**src/rtl/rv32i_mc_ctrl.sv**
```systemverilog
// Multi-cycle control FSM for the RV32I core: fetch, decode, execute, memory, writeback.
// Owns the memory-ack timeout and the sticky trap state; strobes are decoded from state.
module rv32i_mc_ctrl #(
  parameter int TIMEOUT = 255,
  parameter int TO_W    = 8
) (
  input  logic       clk,
  input  logic       rst_n,
  input  logic [6:0] i_opcode,
  input  logic [3:0] i_alu_op,
  input  logic       i_br_taken,
  input  logic       i_imem_ack,
  input  logic       i_dmem_ack,
  output logic       o_imem_req,
  output logic       o_ir_we,
  output logic       o_pc_we,
  output logic       o_pc_sel,
  output logic       o_dmem_req,
  output logic       o_dmem_we,
  output logic       o_rf_we,
  output logic       o_wb_sel,
  output logic       o_retire,
  output logic       o_trap,
  output logic [2:0] o_state
);

  typedef enum logic [2:0] {
    S_FETCH  = 3'd0,
    S_DECODE = 3'd1,
    S_EXEC   = 3'd2,
    S_MEM    = 3'd3,
    S_WB     = 3'd4,
    S_TRAP   = 3'd7
  } state_t;

  localparam logic [6:0] OP_R      = 7'b0110011;
  localparam logic [6:0] OP_I      = 7'b0010011;
  localparam logic [6:0] OP_LOAD   = 7'b0000011;
  localparam logic [6:0] OP_STORE  = 7'b0100011;
  localparam logic [6:0] OP_BRANCH = 7'b1100011;
  localparam logic [3:0] ALU_ILL   = 4'hF;
  localparam logic [TO_W-1:0] TO_LAST = TO_W'(TIMEOUT - 1);

  state_t          state;
  logic [TO_W-1:0] wait_cnt;

  logic is_alu, is_load, is_store, is_branch, is_legal, timed_out;

  // i_opcode comes from IR, which holds steady from DECODE until the next fetch ack.
  assign is_alu    = (i_opcode == OP_R) || (i_opcode == OP_I);
  assign is_load   = (i_opcode == OP_LOAD);
  assign is_store  = (i_opcode == OP_STORE);
  assign is_branch = (i_opcode == OP_BRANCH);
  assign is_legal  = is_alu || is_load || is_store || is_branch;
  assign timed_out = (wait_cnt == TO_LAST);

  // NOTE: sequential state uses non-blocking assignments only; the later
  // assignment to wait_cnt in the same edge overrides the default clear.
  always_ff @(posedge clk) begin
    if (!rst_n) begin
      state    <= S_FETCH;
      wait_cnt <= '0;
    end else begin
      wait_cnt <= '0;
      case (state)
        S_FETCH: begin
          if (i_imem_ack)     state <= S_DECODE;
          else if (timed_out) state <= S_TRAP;
          else                wait_cnt <= wait_cnt + 1'b1;
        end
        S_DECODE: state <= is_legal ? S_EXEC : S_TRAP;
        S_EXEC: begin
          if (is_branch)                  state <= S_FETCH;
          else if (is_load || is_store)   state <= S_MEM;
          else if (is_alu)                state <= (i_alu_op == ALU_ILL) ? S_TRAP : S_WB;
          else                            state <= S_TRAP;
        end
        S_MEM: begin
          if (i_dmem_ack)     state <= is_store ? S_FETCH : S_WB;
          else if (timed_out) state <= S_TRAP;
          else                wait_cnt <= wait_cnt + 1'b1;
        end
        S_WB:    state <= S_FETCH;
        default: state <= S_TRAP;
      endcase
    end
  end

  // NOTE: every output gets a default before the case so no latch is inferred.
  always_comb begin
    o_imem_req = 1'b0;
    o_ir_we    = 1'b0;
    o_pc_we    = 1'b0;
    o_pc_sel   = 1'b0;
    o_dmem_req = 1'b0;
    o_dmem_we  = 1'b0;
    o_rf_we    = 1'b0;
    o_wb_sel   = 1'b0;
    o_retire   = 1'b0;
    o_trap     = 1'b0;
    if (rst_n) begin
      case (state)
        S_FETCH: begin
          o_imem_req = 1'b1;
          o_ir_we    = i_imem_ack;
        end
        S_EXEC: begin
          o_pc_we  = is_branch;
          o_pc_sel = is_branch & i_br_taken;
          o_retire = is_branch;
        end
        S_MEM: begin
          o_dmem_req = 1'b1;
          o_dmem_we  = is_store;
          o_pc_we    = is_store & i_dmem_ack;
          o_retire   = is_store & i_dmem_ack;
        end
        S_WB: begin
          o_rf_we  = 1'b1;
          o_wb_sel = is_load;
          o_pc_we  = 1'b1;
          o_retire = 1'b1;
        end
        S_TRAP:  o_trap = 1'b1;
        default: ;
      endcase
    end
  end

  assign o_state = state;

endmodule

```
**config.mk**
```make
export PLATFORM = sky130hd
export DESIGN_NAME = rv32i_mc_ctrl
export DESIGN_NICKNAME = d
export VERILOG_FILES = /design/src/rtl/rv32i_mc_ctrl.sv
export SDC_FILE = /design/constraint.sdc
export NUM_CORES = 1
export LEC_CHECK = 0
export ABC_AREA = 1
export BUFFER_PORTS_ARGS = -buffer_cell sky130_fd_sc_hd__buf_2
export CAP_MARGIN = 20
export CORE_ASPECT_RATIO = 1.1
export CORE_UTILIZATION = 43
export DETAILED_ROUTE_END_ITERATION = 8
export PLACE_DENSITY = 0.73
export SETUP_SLACK_MARGIN = 0.2
export SYNTH_ARGS = -nofsm -noshare
export SYNTH_HDL_FRONTEND = slang
export SYNTH_SLANG_ARGS = --single-unit
```
**constraint.sdc**
```tcl
create_clock -name clk -period 1.4 [get_ports clk]
set_input_delay 0.42 -clock clk [delete_from_list [all_inputs] [get_ports clk]]
set_output_delay 0.42 -clock clk [all_outputs]
set_load 0.01 [all_outputs]
```
==> summary.txt <==
leak pwr: 0.693 nW
post-synthesis mux area share: 0%
die height: 47.8 um
Rel. slew slack: 77.4%
first-pass GRT wire length: 3480 um
Syn Std Cell Area: 818 um2
Clk network pwr share: 10.5%
final core occ: 77.8%
Hold Fails Final Rpt: 0
CP endpoint kind: output pin
Hold Path Class: flip-flop to flip-flop
combinational family with the most area after synthesis: simple AND/OR/NAND/NOR gates
# clock sinks: 11
Least-Margin Pin Slew: 337 ps
internal power: 1.16 mW
Die Wd: 43.6 um
CTS tree: built
Comb pwr share: 65.9%
Critical Path Source Type: flip-flop
share of cells above drive strength 1: 56.0%
worst skew pair latency: 270 ps
initial antenna violation count: 0
count of cell types in the netlist: 25
die area: 2080 um2
RSZ-0062 raised after global routing: yes
adder-cell share of the synthesized area: 3.06%
core area: 1780 um2
fin. max-slew vios: 0
Nets: 203
# setup viols final: 13
Synth Area in XOR/XNOR: 3.21%
post-route insts no fill: 202
CP Data Required Time: 980 ps
I/O Pins: 29
CTS Hold Bufs: 0
gr ovfl total: 0
Diodes inserted: 0
vias in the first global route: 903
commonest non-fill, non-tap cell in the layout: buf_2
std cell rows: 16
post-layout min period: 1750 ps
yosys warns: 0
post-synthesis sequential area ratio: 26.9%
GRT Overall Usage: 22.8%
Sequential Power Share: 23.6%
Layout area overhead: 69.4%
Max Root-Sink Buffers: 2
Worst VDD drop: 980 uV
Num CTS Buffers: 3
post-synthesis compound-gate area fraction: 5.66%
largest net degree at the start of global routing: 9
status: complete, but fails checks
vias: 1032
Clock Skew: 0.700 ps
simple-gate portion of the synthesized area: 49.2%
Final period util: 125%
routed len/inst: 12.5 um
Vias/cell: 5.11
P_sw: 0.862 mW
Initial Utilization: 45.9%
worst hold margin: 481 ps
Worst EP arrival: 1330 ps
PD cells: 1460 nW/um2
top achievable clock speed: 572 MHz
failing checks: DRC, setup timing
setup ws final: -348 ps
flops & latches, synth: 11
max cap viols: 0
routability congestion estimate: 0.897
DP Worst Slack: -262 ps
placed cells: 190
Post-Syn Nets: 145
H-tree Lvls: 1
Buffers on Ports: 28
post-DP HPWL: 1610 um
final WL: 2530 um
Switching Fraction: 42.6%
critical path peak fanout: 4
most frequent cells in the layout: buf_2, buf_4, nor2_1
CP Class: flip-flop to output pin
clk slew on worst S/H paths: 60 ps
DRC violations left: 3
DRT iter0 DRCs: 39
Detailed Routing Iterations Pass 1: 6
Avg Cell Area, Syn: 6.44 um2
antenna-violating nets left: 0
Clock Tree Root: clkbuf_4
Synth Instances: 127
power by group through the flow:
stage,Combinational (mW),Clock (mW),Sequential (mW)
final,1.33,0.212,0.478
after global routing,1.43,0.232,0.489
after CTS,1.10,0.217,0.466
after detailed placement,0.842,0,0.457
after global placement,0.832,0,0.455
after floorplan,0.504,0,0.480
path summary, 6_finish.rpt:
path	startpoint	end	slack [ps]	cells past startpoint
hold reg to reg	wait_cnt[0]	wait_cnt[0]	480	1
hold / removal	wait_cnt[0]	wait_cnt[0]	480	1
setup / recovery	o_state[0]	o_ir_we	-350	7
setup reg to reg	o_state[2]	o_state[2]	-90	10
sequential cells by signal, summed over array words and instances (netlist names):
signal,flops
wait_cnt,8
o_state,3
layout make-up:
| type | count | area, um2 |
|---|---|---|
| timing repair buffer | 54 | 395 |
| inverter | 24 | 97.6 |
| sequential | 11 | 231 |
| fill | 135 | 395 |
| tap | 18 | 22.5 |
| clock buffer | 4 | 26.3 |
| multi-input combinational | 91 | 613 |
what timing repair did:
item	CTS	global route
setup buffers	5	3
endpoints found under the setup margin	16	24
pin swaps	14	15
gates resized for setup	20	13
hold endpoints to repair	0	0
critical path, cell delays in order, from the launching register on:
cell and delay, ps:
dfxtp_4 360, inv_4 80, nand2_4 60, buf_6 120
nor2_4 140, nand2_2 70, nor2_1 100, buf_2 130
stage by stage:
stage	setup TNS [ps]	cell area [um2]	total power, mW
6_report	-3010	1390	2.03
3_3_place_gp	-1060	1190	1.29
3_5_place_dp	-1310	1190	1.30
4_1_cts	-2540	1320	1.78
2_1_floorplan	-139	896	0.984
5_1_grt	-4060	1390	2.15
synthesized netlist by cell type (all sizes together):
master / instances / area share [%]
a21oi: 5 / 3.1
buf: 1 / 0.92
ha: 2 / 3.1
nand3: 14 / 12
xor2: 2 / 2.1
o21ai: 1 / 0.61
inv: 23 / 11
dfxtp: 11 / 27
xnor2: 1 / 1.1
nor2: 30 / 16
nor3: 4 / 3.1
o211ai: 1 / 0.92
and3: 1 / 0.77
nor3b: 2 / 3.1
nand4: 2 / 1.5
clkinv: 1 / 0.46
a41oi: 1 / 1.1
nand2: 25 / 14
metal layers:
layer	share of wire [%]	vias to the layer above	track usage [%]
met5	0	-	0
met4	2.4	0	12.5
met3	4.0	8	3.77
met2	55	35	48.7
met1	39	477	20.5
li1	-	512	-
cells by family (layout without fill, tap and decap cells):
| family | after synthesis | after routing |
|---|---|---|
| simple gates | 78 | 78 |
| buf+inv | 25 | 82 |
| xor+xnor | 3 | 3 |
| compound gates | 8 | 8 |
| flops | 11 | 11 |
| fa+ha+maj | 2 | 2 |
Power figures use the tool's default switching activity.
